**src/rtl/adder_share_ctrl.sv**
```systemverilog
// Round-robin controller time-sharing one ripple-carry adder among NUM_REQ requesters.
// Registers the winner's sum/carry and holds it under a valid/ack handshake with an ack timeout.
module adder_share_ctrl #(
  parameter int NUM_REQ     = 4,
  parameter int WIDTH       = 3,
  parameter int ACK_TIMEOUT = 1000,
  parameter int IDW         = $clog2(NUM_REQ)
) (
  input  logic                     clk,
  input  logic                     reset,
  input  logic [NUM_REQ-1:0]       req,
  input  logic [NUM_REQ*WIDTH-1:0] a_flat,
  input  logic [NUM_REQ*WIDTH-1:0] b_flat,
  input  logic [NUM_REQ-1:0]       cin,
  output logic [NUM_REQ-1:0]       grant,
  output logic                     rsp_valid,
  output logic [IDW-1:0]           rsp_id,
  output logic [WIDTH-1:0]         sum,
  output logic                     cout,
  input  logic                     rsp_ack,
  output logic                     busy,
  output logic [7:0]               timeout_cnt,
  output logic [1:0]               o_dbg_state,
  output logic [IDW-1:0]           o_dbg_ptr
);

  localparam int TW = $clog2(ACK_TIMEOUT);

  // Handshake: a result is transferred on any rising edge where rsp_valid=1 and
  // rsp_ack=1; rsp_ack with rsp_valid=0 has no effect. If no transfer happens within
  // ACK_TIMEOUT valid cycles the result is dropped and timeout_cnt bumps.
  typedef enum logic [1:0] {
    IDLE = 2'd0,
    EXEC = 2'd1,
    RESP = 2'd2
  } state_t;

  state_t             r_state;
  state_t             w_state_nxt;
  logic [IDW-1:0]     r_ptr;
  logic [IDW-1:0]     r_win_id;
  logic [WIDTH-1:0]   r_a;
  logic [WIDTH-1:0]   r_b;
  logic               r_cin;
  logic [NUM_REQ-1:0] r_grant;
  logic               r_rsp_valid;
  logic [IDW-1:0]     r_rsp_id;
  logic [WIDTH-1:0]   r_sum;
  logic               r_cout;
  logic [TW-1:0]      r_timer;
  logic [7:0]         r_timeout_cnt;

  logic               w_found;
  logic [IDW-1:0]     w_win;
  logic [IDW-1:0]     w_idx;
  logic [WIDTH-1:0]   w_a_sel;
  logic [WIDTH-1:0]   w_b_sel;
  logic               w_cin_sel;
  logic [WIDTH-1:0]   w_sum;
  logic [WIDTH:0]     w_carry;
  logic [IDW-1:0]     w_ptr_next;
  logic               w_timer_done;

  // First set request at or above ptr, wrapping modulo NUM_REQ.
  always_comb begin
    w_found = 1'b0;
    w_win   = '0;
    w_idx   = '0;
    for (int k = 0; k < NUM_REQ; k++) begin
      w_idx = IDW'((int'(r_ptr) + k) % NUM_REQ);
      if (!w_found && req[w_idx]) begin
        w_found = 1'b1;
        w_win   = w_idx;
      end
    end
  end

  always_comb begin
    w_a_sel   = '0;
    w_b_sel   = '0;
    w_cin_sel = 1'b0;
    for (int i = 0; i < NUM_REQ; i++) begin
      if (w_win == IDW'(i)) begin
        w_a_sel   = a_flat[i*WIDTH +: WIDTH];
        w_b_sel   = b_flat[i*WIDTH +: WIDTH];
        w_cin_sel = cin[i];
      end
    end
  end

  // The shared ripple-carry adder, fed only from the latched operands.
  always_comb begin
    w_carry    = '0;
    w_sum      = '0;
    w_carry[0] = r_cin;
    for (int i = 0; i < WIDTH; i++) begin
      w_sum[i]     = r_a[i] ^ r_b[i] ^ w_carry[i];
      w_carry[i+1] = (r_a[i] & r_b[i]) | (w_carry[i] & (r_a[i] ^ r_b[i]));
    end
  end

  assign w_ptr_next   = (r_win_id == IDW'(NUM_REQ - 1)) ? '0 : r_win_id + IDW'(1);
  assign w_timer_done = (r_timer == TW'(ACK_TIMEOUT - 1));

  always_comb begin
    w_state_nxt = r_state;
    case (r_state)
      IDLE:    if (w_found) w_state_nxt = EXEC;
      EXEC:    w_state_nxt = RESP;
      RESP:    if (rsp_ack || w_timer_done) w_state_nxt = IDLE;
      default: w_state_nxt = IDLE;
    endcase
  end

  always_ff @(posedge clk) begin
    if (reset) begin
      r_state       <= IDLE;
      r_ptr         <= '0;
      r_win_id      <= '0;
      r_a           <= '0;
      r_b           <= '0;
      r_cin         <= 1'b0;
      r_grant       <= '0;
      r_rsp_valid   <= 1'b0;
      r_rsp_id      <= '0;
      r_sum         <= '0;
      r_cout        <= 1'b0;
      r_timer       <= '0;
      r_timeout_cnt <= '0;
    end else begin
      r_state <= w_state_nxt;
      case (r_state)
        IDLE: begin
          if (w_found) begin
            r_win_id <= w_win;
            r_a      <= w_a_sel;
            r_b      <= w_b_sel;
            r_cin    <= w_cin_sel;
            r_grant  <= NUM_REQ'(1) << w_win;
          end
        end
        EXEC: begin
          r_sum       <= w_sum;
          r_cout      <= w_carry[WIDTH];
          r_rsp_id    <= r_win_id;
          r_rsp_valid <= 1'b1;
          r_grant     <= '0;
          r_timer     <= '0;
        end
        RESP: begin
          // Ack on the boundary cycle wins over the timeout.
          if (rsp_ack) begin
            r_rsp_valid <= 1'b0;
            r_ptr       <= w_ptr_next;
          end else if (w_timer_done) begin
            r_rsp_valid <= 1'b0;
            r_ptr       <= w_ptr_next;
            if (r_timeout_cnt != 8'hFF) r_timeout_cnt <= r_timeout_cnt + 8'd1;
          end else begin
            r_timer <= r_timer + TW'(1);
          end
        end
        default: ;
      endcase
    end
  end

  assign grant       = r_grant;
  assign rsp_valid   = r_rsp_valid;
  assign rsp_id      = r_rsp_id;
  assign sum         = r_sum;
  assign cout        = r_cout;
  assign busy        = (r_state != IDLE);
  assign timeout_cnt = r_timeout_cnt;
  assign o_dbg_state = r_state;
  assign o_dbg_ptr   = r_ptr;

endmodule

```
**config.mk**
```make
export PLATFORM = sky130hd
export DESIGN_NAME = adder_share_ctrl
export DESIGN_NICKNAME = d
export VERILOG_FILES = /design/src/rtl/adder_share_ctrl.sv
export SDC_FILE = /design/constraint.sdc
export NUM_CORES = 1
export LEC_CHECK = 0
export BUFFER_PORTS_ARGS = -buffer_cell sky130_fd_sc_hd__buf_4
export CAP_MARGIN = 10
export CORE_ASPECT_RATIO = 0.8
export CORE_MARGIN = 5
export CORE_UTILIZATION = 50
export DETAILED_ROUTE_END_ITERATION = 7
export GPL_ROUTABILITY_DRIVEN = 0
export PLACE_DENSITY = 0.75
export SLEW_MARGIN = 25
export SYNTH_ARGS = -nofsm -noshare
export SYNTH_HDL_FRONTEND = slang
export SYNTH_SLANG_ARGS = --single-unit
```
**constraint.sdc**
```tcl
create_clock -name clk -period 2.46 [get_ports clk]
set_input_delay 0.246 -clock clk [delete_from_list [all_inputs] [get_ports clk]]
set_output_delay 0.246 -clock clk [all_outputs]
set_load 0.01 [all_outputs]
```
==> results.txt <==
Peak Freq -> 481 MHz
Distinct cell type count after synthesis -> 45
Total grt overflow -> 0
Share of the synthesized area in the top cell type -> 0.381
Starting utilization of the core area -> 0.521
I/O Pins -> 59
Cell row count -> 21
Synthesis warning total -> 0
Die ar. -> 0.00585 mm²
Final nets -> 348
Hold WC Path Type -> input port to flip-flop
Port Buffers -> 58
Post-Syn Nets -> 290
EDFF count, synth -> 0
Worst slew pin tran -> 913 ps
Max Fanout on Critical Path -> 12
CP cell instances -> inv_1, ha_1, nand2b_1, nor4_4, nand3_2, or3_1, a21oi_1
# Max-Cap Violations -> 0
Global-route wire length before repair -> 8380 µm
Final WL -> 4950 µm
CTS tree -> built
Reg2Reg Launch Point -> o_dbg_state[0]
Cells after Synth -> 246
Critical path capture point type -> flip-flop
DRC Markers -> 0
Endpoints failing setup -> 0
Drt pass-1 iters -> 4
Fraction of registers with async set/reset -> 0
Arr. time, crit path -> 2310 ps
Critical Path Source -> o_dbg_state[0]
Hpwl dp -> 3870 µm
Total CTS buffers -> 5
Max rail drop VDD -> 0.261 mV
Area leader, netlist -> dfxtp_1
Die H -> 69.4 µm
Die W -> 84.3 µm
ANT nets after route -> 0
Vias/cell -> 5.40
Critical path required time -> 2690 ps
Final Cycle Share -> 0.845
Clk slew on worst S/H paths -> 80 ps
Clock Root Buffer -> clkbuf_8
Final min period -> 2080 ps
CTS Sinks -> 42
GRT Overall Usage -> 0.172
R2R depth -> 7
1st-iter DRT viols -> 131
Most used DFF post-synth -> dfxtp_1
Setup TNS -> 0 ps
Worst path slowest cell -> ha_1
Final hold viol count -> 0
Wire per inst -> 13.7 µm
Hold_ws -> 254 ps
Largest net degree at the start of global routing -> 29
Max stage delay on crit path -> 400 ps
Register area share after synthesis -> 0.381
Layout cell share with drive strength beyond 1 -> 0.256
Post-CTS Setup Bufs -> 0
FF-to-FF setup slack -> 380 ps
Avg Inst Size Synth -> 8.97 µm²
Number of global-route vias before repair -> 1,816
Leakage -> 1.16 nW
Skew-Pair Late Insertion Delay -> 290 ps
Startpoint types -> flip-flop
Worst slew margin -> 0.391
Core Box Area -> 0.00423 mm²
Register bit total from synthesis -> 42
Crit Reg-Reg Endpoint -> timeout_cnt[7]
Initial antenna violation count -> 0
Mapped Area -> 0.00221 mm²
Largest cells by area after synthesis -> dfxtp_1 (38%), mux2i_1 (8.6%), nor2_1 (4.6%), ha_1 (3.4%), nand3_1 (3.2%)
Post-Route Skew -> 7.18 ps
Unrepaired setup endpoints after global routing -> no
Hold wc startpoint -> a_flat[4]
Slew Limit Fails -> 0
Hold Path Depth -> 3
Crit Path Class -> flip-flop to flip-flop
Post-cts sizing count -> 0
Status -> finished, final reports clean
Final Util -> 0.663
Hold-fix buffers, CTS -> 0
Via count -> 1,955
Antenna diodes -> 0
Max clock buf depth -> 2
Worst Hold End -> r_a[1]
# H-tree levels -> 2
Syn-to-layout area delta -> 27.1%
PD cells -> 582 mW/mm²
cells by family after synthesis:
kind of cell               share of synthesized area
and+or+nand+nor                                0.217
AOI/OAI and AO/OA                              0.154
DFF                                            0.381
buffers and inverters                         0.0482
muxes                                         0.0862
xor gates and xnor gates                      0.0516
adders and majority gates                     0.0613
flip-flops by register name, summed over array words and instances (netlist names):
name,flops
cout,1
grant,4
o_dbg_ptr,2
o_dbg_state,2
r_a,3
r_b,3
r_cin,1
r_timer,10
r_win_id,2
rsp_id,2
rsp_valid,1
sum,3
timeout_cnt,8
layout by cell type (no fill, tap or decap), drive strengths merged, types with 3 or more instances in the layout:
| master | instances |
|---|---|
| nand2 | 17 |
| nand3 | 15 |
| fa | 3 |
| dfxtp | 42 |
| a21oi | 13 |
| nor2 | 27 |
| nand2b | 3 |
| o21ai | 5 |
| and3 | 4 |
| a2111oi | 3 |
| o221ai | 7 |
| or3 | 4 |
| inv | 17 |
| mux2i | 19 |
| ha | 6 |
| xor2 | 6 |
| buf | 61 |
| nand4 | 7 |
| a211oi | 7 |
| clkbuf | 6 |
| xnor2 | 7 |
critical path: cells and delay by family, from the launching register on:
family	cells	cell delay (ps)
AO/OA/AOI/OAI	1	140
adder cells (fa/ha/maj)	1	400
buffers and inverters	1	90
flip-flops	1	350
AND/OR/NAND/NOR	4	1050
synthesized netlist by cell type, drive strengths merged (3+ instances only):
library cell,n
xor2,6
and3,4
a2111oi,3
clkbuf,4
inv,17
nand2,17
o21ai,5
xnor2,7
nand2b,3
a211oi,7
a21oi,13
dfxtp,42
mux2i,19
nand4,7
fa,3
nor2,27
o221ai,7
buf,6
or3,4
ha,6
nand3,15
metrics by stage:
step | total power, mW | setup slack, ps | instances | cell area, µm²
floorplan | 0.969 | 663 | 246 | 2210
global placement | 1.11 | 457 | 354 | 2690
detailed placement | 1.11 | 392 | 354 | 2690
CTS | 1.64 | 366 | 362 | 2800
global route | 1.71 | 110 | 362 | 2800
finish | 1.63 | 381 | 362 | 2800
power by group:
part / internal, mW / total, mW / switching [mW]
combinational: 0.159 / 0.342 / 0.184
clock: 0.303 / 0.535 / 0.232
sequential: 0.723 / 0.754 / 0.0304
total: 1.18 / 1.63 / 0.446
how the worst max path moves through the flow:
| stage | to | slack [ps] | cells after the start |
|---|---|---|---|
| after floorplan | o_dbg_ptr[0] | 660 | 6 |
| after global placement | timeout_cnt[7] | 460 | 7 |
| after detailed placement | timeout_cnt[5] | 390 | 7 |
| after CTS | timeout_cnt[5] | 370 | 7 |
| after global routing | timeout_cnt[7] | 110 | 7 |
| final | timeout_cnt[7] | 380 | 7 |
routing by layer:
layer / global-route usage / part of all wire / vias up
li1: - / - / 996
met1: 0.247 / 0.48 / 884
met2: 0.252 / 0.44 / 69
met3: 0.0404 / 0.063 / 6
met4: 0.0589 / 0.013 / 0
met5: 0 / 0 / -
layout make-up:
cell class                      count  area, µm²
Timing Repair Buffer               61        458
Tap cell                           57       71.3
Fill cell                         330       1430
Inverter                           17       63.8
Clock buffer                        6       72.6
Clock inverter                      2       37.5
Sequential cell                    42        841
Multi-Input combinational cell    177       1260
(Power assumes the default switching activity.)
